**src/rtl/snake_pixel_pipe_if.sv**
```systemverilog
// Playfield RAM read port between the pixel pipe and the cell RAM.
// The pipe issues address/enable; the RAM answers one cycle later.
interface snake_pixel_pipe_if #(
    parameter int ADDR_W = 11
);
    logic              cell_rd;
    logic [ADDR_W-1:0] cell_addr;
    logic [1:0]        cell_data;

    modport master (
        output cell_rd,
        output cell_addr,
        input  cell_data
    );

    modport slave (
        input  cell_rd,
        input  cell_addr,
        output cell_data
    );
endinterface

```
**src/rtl/snake_pixel_pipe.sv**
```systemverilog
// Snake playfield pixel stage: beam -> cell fetch -> colour, with
// sync re-timed to the 3-cycle colour path and a frame/blink counter.
module snake_pixel_pipe #(
    parameter int CELL_SHIFT   = 4,
    parameter int GRID_W       = 40,
    parameter int GRID_H       = 30,
    parameter int ADDR_W       = 11,
    parameter int BLINK_FRAMES = 16
) (
    input  logic       clk,
    input  logic       reset_n,
    input  logic       display_on,
    input  logic       hsync_in,
    input  logic       vsync_in,
    input  logic [9:0] pos_x,
    input  logic [9:0] pos_y,
    snake_pixel_pipe_if.master ram,
    output logic [1:0] vga_r,
    output logic [1:0] vga_g,
    output logic [1:0] vga_b,
    output logic       hsync_out,
    output logic       vsync_out,
    output logic [7:0] frame_count
);

    typedef enum logic [1:0] {
        CLS_BLANK = 2'd0,
        CLS_WALL  = 2'd1,
        CLS_CELL  = 2'd2
    } cls_t;

    typedef struct packed {
        cls_t cls;
        logic hs;
        logic vs;
    } stage_t;

    localparam logic [9:0] GW    = 10'(GRID_W);
    localparam logic [9:0] GH    = 10'(GRID_H);
    localparam logic [7:0] BMASK = 8'(BLINK_FRAMES - 1);

    logic [9:0]        col;
    logic [9:0]        row;
    logic              in_grid;
    logic              is_wall;
    logic [ADDR_W-1:0] row_a;
    logic [ADDR_W-1:0] col_a;
    logic [ADDR_W-1:0] addr;

    assign col     = pos_x >> CELL_SHIFT;
    assign row     = pos_y >> CELL_SHIFT;
    assign in_grid = display_on && (col < GW) && (row < GH);
    assign is_wall = (col == 10'd0) || (col == GW - 10'd1) ||
                     (row == 10'd0) || (row == GH - 10'd1);
    assign row_a   = ADDR_W'(row);
    assign col_a   = ADDR_W'(col);

    // 40 = 32 + 8, so the row stride is two shifts and an add
    generate
        if (GRID_W == 40) begin : g_addr_40
            assign addr = (row_a << 5) + (row_a << 3) + col_a;
        end else begin : g_addr_gen
            assign addr = row_a * ADDR_W'(GRID_W) + col_a;
        end
    endgenerate

    stage_t s1_d;
    stage_t s1;
    stage_t s2;

    always_comb begin
        s1_d.hs  = hsync_in;
        s1_d.vs  = vsync_in;
        s1_d.cls = CLS_BLANK;
        if (in_grid)
            s1_d.cls = is_wall ? CLS_WALL : CLS_CELL;
    end

    always_ff @(posedge clk or negedge reset_n) begin
        if (!reset_n) begin
            ram.cell_rd   <= 1'b0;
            ram.cell_addr <= '0;
            s1            <= '{cls: CLS_BLANK, hs: 1'b0, vs: 1'b0};
            s2            <= '{cls: CLS_BLANK, hs: 1'b0, vs: 1'b0};
        end else begin
            ram.cell_rd <= in_grid;
            if (in_grid)
                ram.cell_addr <= addr;
            s1 <= s1_d;
            s2 <= s1;
        end
    end

    logic       blink_phase;
    logic       vs_d;
    logic       vs_armed;
    logic [7:0] fc_nxt;
    logic       vs_rise;

    assign fc_nxt  = frame_count + 8'd1;
    assign vs_rise = vs_armed && vsync_in && !vs_d;

    // The first cycle after release only primes the edge detector
    always_ff @(posedge clk or negedge reset_n) begin
        if (!reset_n) begin
            frame_count <= 8'd0;
            blink_phase <= 1'b1;
            vs_d        <= 1'b0;
            vs_armed    <= 1'b0;
        end else begin
            vs_d     <= vsync_in;
            vs_armed <= 1'b1;
            if (vs_rise) begin
                frame_count <= fc_nxt;
                if ((fc_nxt & BMASK) == 8'd0)
                    blink_phase <= ~blink_phase;
            end
        end
    end

    logic [5:0] rgb;

    always_comb begin
        rgb = 6'b00_00_00;
        unique case (s2.cls)
            CLS_WALL: rgb = 6'b01_01_01;
            CLS_CELL: begin
                unique case (ram.cell_data)
                    2'b01:   rgb = 6'b00_10_00;
                    2'b10:   rgb = 6'b01_11_01;
                    2'b11:   rgb = blink_phase ? 6'b11_00_00 : 6'b00_00_00;
                    default: rgb = 6'b00_00_00;
                endcase
            end
            default: rgb = 6'b00_00_00;
        endcase
    end

    always_ff @(posedge clk or negedge reset_n) begin
        if (!reset_n) begin
            vga_r     <= 2'd0;
            vga_g     <= 2'd0;
            vga_b     <= 2'd0;
            hsync_out <= 1'b0;
            vsync_out <= 1'b0;
        end else begin
            vga_r     <= rgb[5:4];
            vga_g     <= rgb[3:2];
            vga_b     <= rgb[1:0];
            hsync_out <= s2.hs;
            vsync_out <= s2.vs;
        end
    end

endmodule

```
**src/flat_wrapper.sv**
```systemverilog
// flat-port wrapper written by rule: the top's interface ports become plain ports
module snake_pixel_pipe_flat 
#(
    parameter int CELL_SHIFT   = 4,
    parameter int GRID_W       = 40,
    parameter int GRID_H       = 30,
    parameter int ADDR_W       = 11,
    parameter int BLINK_FRAMES = 16
)
  (clk, reset_n, display_on, hsync_in, vsync_in, pos_x, pos_y, vga_r, vga_g, vga_b, hsync_out, vsync_out, frame_count, ram_cell_rd, ram_cell_addr, ram_cell_data);
  snake_pixel_pipe_if #(.ADDR_W(ADDR_W)) ram_i ();
  input  logic clk;
  input  logic reset_n;
  input  logic display_on;
  input  logic hsync_in;
  input  logic vsync_in;
  input  logic [9:0] pos_x;
  input  logic [9:0] pos_y;
  output logic [1:0] vga_r;
  output logic [1:0] vga_g;
  output logic [1:0] vga_b;
  output logic hsync_out;
  output logic vsync_out;
  output logic [7:0] frame_count;
  output wire logic [$bits(ram_i.cell_rd)-1:0] ram_cell_rd;
  output wire logic [$bits(ram_i.cell_addr)-1:0] ram_cell_addr;
  input wire logic [$bits(ram_i.cell_data)-1:0] ram_cell_data;
  assign ram_cell_rd = ram_i.cell_rd;
  assign ram_cell_addr = ram_i.cell_addr;
  assign ram_i.cell_data = ram_cell_data;
  snake_pixel_pipe #(.CELL_SHIFT(CELL_SHIFT), .GRID_W(GRID_W), .GRID_H(GRID_H), .ADDR_W(ADDR_W), .BLINK_FRAMES(BLINK_FRAMES)) u_core (.clk(clk), .reset_n(reset_n), .display_on(display_on), .hsync_in(hsync_in), .vsync_in(vsync_in), .pos_x(pos_x), .pos_y(pos_y), .ram(ram_i), .vga_r(vga_r), .vga_g(vga_g), .vga_b(vga_b), .hsync_out(hsync_out), .vsync_out(vsync_out), .frame_count(frame_count));
endmodule
```
**config.mk**
```make
export PLATFORM = sky130hd
export DESIGN_NAME = snake_pixel_pipe_flat
export DESIGN_NICKNAME = d
export VERILOG_FILES = /design/src/rtl/snake_pixel_pipe_if.sv /design/src/rtl/snake_pixel_pipe.sv /design/src/flat_wrapper.sv
export SDC_FILE = /design/constraint.sdc
export NUM_CORES = 1
export LEC_CHECK = 0
export ABC_CLOCK_PERIOD_IN_PS = 1460
export BUFFER_PORTS_ARGS = -buffer_cell sky130_fd_sc_hd__buf_2
export CORE_UTILIZATION = 30
export CTS_CLUSTER_DIAMETER = 200
export CTS_CLUSTER_SIZE = 30
export DETAILED_ROUTE_END_ITERATION = 12
export PLACE_DENSITY = 0.55
export SETUP_SLACK_MARGIN = 0.15
export SLEW_MARGIN = 20
export SYNTH_ARGS = -nofsm -noshare
export SYNTH_HDL_FRONTEND = slang
export SYNTH_SLANG_ARGS = --single-unit
export TNS_END_PERCENT = 10
```
**constraint.sdc**
```tcl
create_clock -name clk -period 1.46 [get_ports clk]
set_input_delay 0.073 -clock clk [delete_from_list [all_inputs] [get_ports clk]]
set_output_delay 0.073 -clock clk [all_outputs]
set_load 0.01 [all_outputs]
```
==> impl_metrics.prom <==
# TYPE chip_impl_metric gauge
chip_impl_metric{name="area.sequential",unit="um^2"} 902
chip_impl_metric{name="grt_antenna_before_repair",unit=""} 0
chip_impl_metric{name="post_synthesis_instance_area",unit="mm^2"} 0.00173
chip_impl_info{name="rsz0062_at_grt",value="true"} 1
chip_impl_metric{name="via_density_per_instance",unit=""} 4.38
chip_impl_metric{name="synthDominantCellAreaShare",unit="%"} 50.7
chip_impl_metric{name="post_detailed_route_drc_marker_count",unit=""} 0
chip_impl_metric{name="layout.filler_cells",unit=""} 553
chip_impl_metric{name="rrSetupSlack",unit="ps"} 200
chip_impl_metric{name="hold_viol_final",unit=""} 0
chip_impl_metric{name="async_reset_ff_share",unit="%"} 100
chip_impl_metric{name="syn_area_per_cell",unit="um^2"} 12.3
chip_impl_metric{name="fin_nets",unit=""} 259
chip_impl_metric{name="maximum_number_of_pins_on_one_net_before_global_route_repair",unit=""} 37
chip_impl_metric{name="die_x",unit="um"} 77.9
chip_impl_info{name="crit_type",value="in -> reg"} 1
chip_impl_metric{name="gp_routability_congestion",unit=""} 0.686
chip_impl_metric{name="synth_seq_cells",unit=""} 36
chip_impl_info{name="run_status",value="complete, but fails checks"} 1
chip_impl_metric{name="power_density",unit="mW/mm^2"} 1250
chip_impl_metric{name="grt_overflow_total",unit=""} 0
chip_impl_metric{name="wire_length_of_the_first_global_routing_pass",unit="um"} 5310
chip_impl_metric{name="dp.final_hpwl",unit="um"} 2450
chip_impl_metric{name="timing.final.setup_violations",unit=""} 3
chip_impl_info{name="synth_top_cells_by_count",value="dfrtp_1 (35), ha_1 (18), nand2_1 (9)"} 1
chip_impl_info{name="setup.worst_path.start_class",value="primary input"} 1
chip_impl_metric{name="cts_inserted_buffers",unit=""} 5
chip_impl_metric{name="cts-htree-levels",unit=""} 2
chip_impl_metric{name="layout_setup_ws",unit="ps"} -122
chip_impl_metric{name="grt.total_usage",unit="%"} 11.6
chip_impl_metric{name="areaGrowthSynthToFinish",unit="%"} 38.7
chip_impl_metric{name="timing.critical_path.arrival",unit="ps"} 1750
chip_impl_metric{name="cts.path.max_buffers",unit=""} 2
chip_impl_metric{name="power_leakage",unit="nW"} 1.21
chip_impl_metric{name="maxCapViolations",unit=""} 0
chip_impl_info{name="min_from",value="pos_x[6]"} 1
chip_impl_info{name="synth_top_area_cell",value="dfrtp_1"} 1
chip_impl_metric{name="critical_path.max_fanout",unit=""} 2
chip_impl_metric{name="worst_ir_drop_on_vdd",unit="V"} 0.000721
chip_impl_metric{name="drt-total-wl",unit="um"} 3250
chip_impl_metric{name="final_util",unit="%"} 43.2
chip_impl_metric{name="r2r_depth",unit=""} 4
chip_impl_metric{name="placeableCoreArea",unit="mm^2"} 0.00554
chip_impl_metric{name="whs_path_depth",unit=""} 2
chip_impl_metric{name="multi_input_area",unit="um^2"} 860
chip_impl_metric{name="drt_iter0_drcs",unit=""} 12
chip_impl_metric{name="first_pass_iters",unit=""} 2
chip_impl_metric{name="timing_max_transition_violations_final",unit=""} 0
chip_impl_metric{name="final_critical_path_required_period",unit="ps"} 1580
chip_impl_metric{name="initial_core_util",unit="%"} 31.2
chip_impl_info{name="worst_hold_path_type",value="in -> reg"} 1
chip_impl_info{name="worst_hold_path.endpoint",value="u_core.ram.cell_addr[2]"} 1
chip_impl_metric{name="wl_per_cell",unit="um"} 11.4
chip_impl_metric{name="syn-instance-count",unit=""} 141
chip_impl_metric{name="critical_path_required",unit="ps"} 1630
chip_impl_metric{name="worst_setup_hold_path_clk_slew",unit="ps"} 70
chip_impl_info{name="crit-reg2reg-capture",value="u_core.frame_count[6]"} 1
chip_impl_metric{name="synth.lib_cells_used.distinct",unit=""} 33
chip_impl_info{name="timing.critical_path.slowest_stage_cell",value="fa_2"} 1
chip_impl_metric{name="count_of_flip_flops_with_a_built_in_enable_after_synthesis",unit=""} 0
chip_impl_metric{name="postRouteAntennaNets",unit=""} 0
chip_impl_metric{name="syn_nets",unit=""} 188
chip_impl_info{name="worstReg2RegStart",value="u_core.s1[0]"} 1
chip_impl_metric{name="die_height",unit="um"} 77.9
chip_impl_metric{name="layout-drive-gt1-share",unit="%"} 43.7
chip_impl_info{name="synth-main-ff-cell",value="dfrtp_1"} 1
chip_impl_metric{name="floorplan.die_area",unit="mm^2"} 0.00607
chip_impl_metric{name="yosysSeqAreaShare",unit="%"} 52.2
chip_impl_metric{name="critical_path.max_stage_delay",unit="ps"} 600
chip_impl_metric{name="cts.sinks",unit=""} 36
chip_impl_metric{name="portBuffers",unit=""} 45
chip_impl_metric{name="ys.warnings.count",unit=""} 0
chip_impl_info{name="most_used_standard_cell_by_instance_count_after_synthesis",value="dfrtp_1"} 1
chip_impl_metric{name="fmax",unit="MHz"} 632
chip_impl_metric{name="period_share",unit="%"} 108
chip_impl_info{name="ctsRootBufferMaster",value="clkbuf_8"} 1
chip_impl_metric{name="clock_latency",unit="ps"} 290
chip_impl_info{name="tritoncts",value="yes"} 1
chip_impl_metric{name="place_worst_setup_slack",unit="ps"} -469
chip_impl_metric{name="num_rows",unit=""} 27
chip_impl_metric{name="postPlaceCellArea",unit="mm^2"} 0.00219
chip_impl_metric{name="route.vias.total",unit=""} 1248
chip_impl_metric{name="diodes",unit=""} 0
chip_impl_metric{name="first_global_vias",unit=""} 1209
chip_impl_metric{name="finalClockSkew",unit="ps"} 4.36
chip_impl_metric{name="num_io_pins",unit=""} 55
chip_impl_info{name="netlist_top_cells_area",value="dfrtp_1 (51%), ha_1 (13%), mux2_2 (4.6%)"} 1
chip_impl_metric{name="finish.instance_area",unit="mm^2"} 0.00240
chip_impl_info{name="end_kind",value="register"} 1
chip_impl_info{name="failed_checks",value="negative setup slack"} 1
chip_impl_info{name="timing.critical_path.cells",value="buf_6 > fa_2 > ha_4 > a211oi_2 > o21bai_2 > a21o_1 > a221o_1"} 1
## worst max-delay path, delay by kind of cell
family                   cells  cell delay, ps
AO/OA/AOI/OAI                4             780
adder cells (fa/ha/maj)      2             810
buffers and inverters        1             100
## worst max path at each step
| stage | start | to | slack, ps | cells after the start |
|---|---|---|---|---|
| after floorplan | pos_y[6] | u_core.ram.cell_addr[9] | -250 | 6 |
| after global placement | pos_y[6] | u_core.ram.cell_addr[9] | -440 | 7 |
| after detailed placement | pos_y[6] | u_core.ram.cell_addr[9] | -470 | 7 |
| after CTS | pos_x[9] | u_core.ram.cell_addr[9] | -80 | 7 |
| after global routing | pos_x[9] | u_core.ram.cell_addr[9] | -160 | 7 |
| final | pos_x[9] | u_core.ram.cell_addr[9] | -120 | 7 |
## what timing repair did
action	in CTS	in global routing
buffers inserted	1	0
pin swaps	6	4
hold endpoints to repair	37	0
hold buffers	3	0
gates resized for setup	10	4
endpoints found under the setup margin	5	7
## flip-flops by register name, indices dropped and copies added, names as in the netlist
register	flops
u_core.ram.cell_addr	11
u_core.frame_count	8
u_core.s1	4
u_core.s2	4
u_core.vga_g	2
u_core.vga_r	2
u_core.blink_phase	1
u_core.hsync_out	1
u_core.ram.cell_rd	1
u_core.vs_armed	1
u_core.vsync_out	1
## where the power goes
group	internal [W]	switching, W	total (W)
Clock	0.000505	0.000369	0.000874
Combinational	0.000431	0.000401	0.000832
Sequential	0.00117	0.000113	0.00129
Total	0.00211	0.000884	0.00299
## per-stage QoR
stage / hold WS (ps) / std cells / total power, W / setup TNS (ps)
6_report: 36.6 / 285 / 0.00299 / -194
5_1_grt: 35.6 / 285 / 0.00320 / -342
2_1_floorplan: -223 / 141 / 0.00172 / -685
3_3_place_gp: 142 / 273 / 0.00209 / -1710
3_5_place_dp: 141 / 273 / 0.00210 / -1760
4_1_cts: 26.4 / 285 / 0.00304 / -199
## placed cells by master, fill, tap and decap left out, types with 2 or more instances in the layout
master	Yosys	final
nor2_1	5	5
nand3_1	4	4
xnor2_1	7	7
clkbuf_8	0	5
or4_1	2	2
buf_4	2	19
dfrtp_1	35	35
ha_1	18	15
buf_6	0	2
nand4_1	4	4
a21oi_1	6	4
dlygate4sd3_1	0	3
a211o_1	2	2
buf_2	1	43
o21ai_0	6	4
a21o_1	3	3
nand2_1	9	9
mux2_2	7	6
conb_1	2	2
inv_1	6	6
xor2_1	6	6
ha_4	0	3
a21oi_2	0	2
o21ai_1	1	3
fa_2	0	2
## cells by family after synthesis
logic type | synth area share, %
other cells | 0.435
flops | 52.2
xor+xnor | 6.59
simple gates | 10.4
fa+ha+maj | 15.4
compound gates | 8.04
mux | 4.56
buf+inv | 2.46
## layer usage
layer / vias up / GRT usage, % / share of wire (%)
met5: - / 0 / 0
met4: 0 / 6.11 / 1.4
met3: 5 / 3.29 / 5.6
met2: 41 / 17.8 / 44
met1: 571 / 14.7 / 49
li1: 631 / - / -
## layout make-up
cell class	instances	area share [%]
Clock buffer	5	2.87
Clock inverter	3	1.78
Inverter	6	0.940
Multi-Input combinational cell	96	35.9
Sequential cell	36	37.7
Tap cell	72	3.76
Timing Repair Buffer	67	17.1
(Power assumes the default switching activity.)
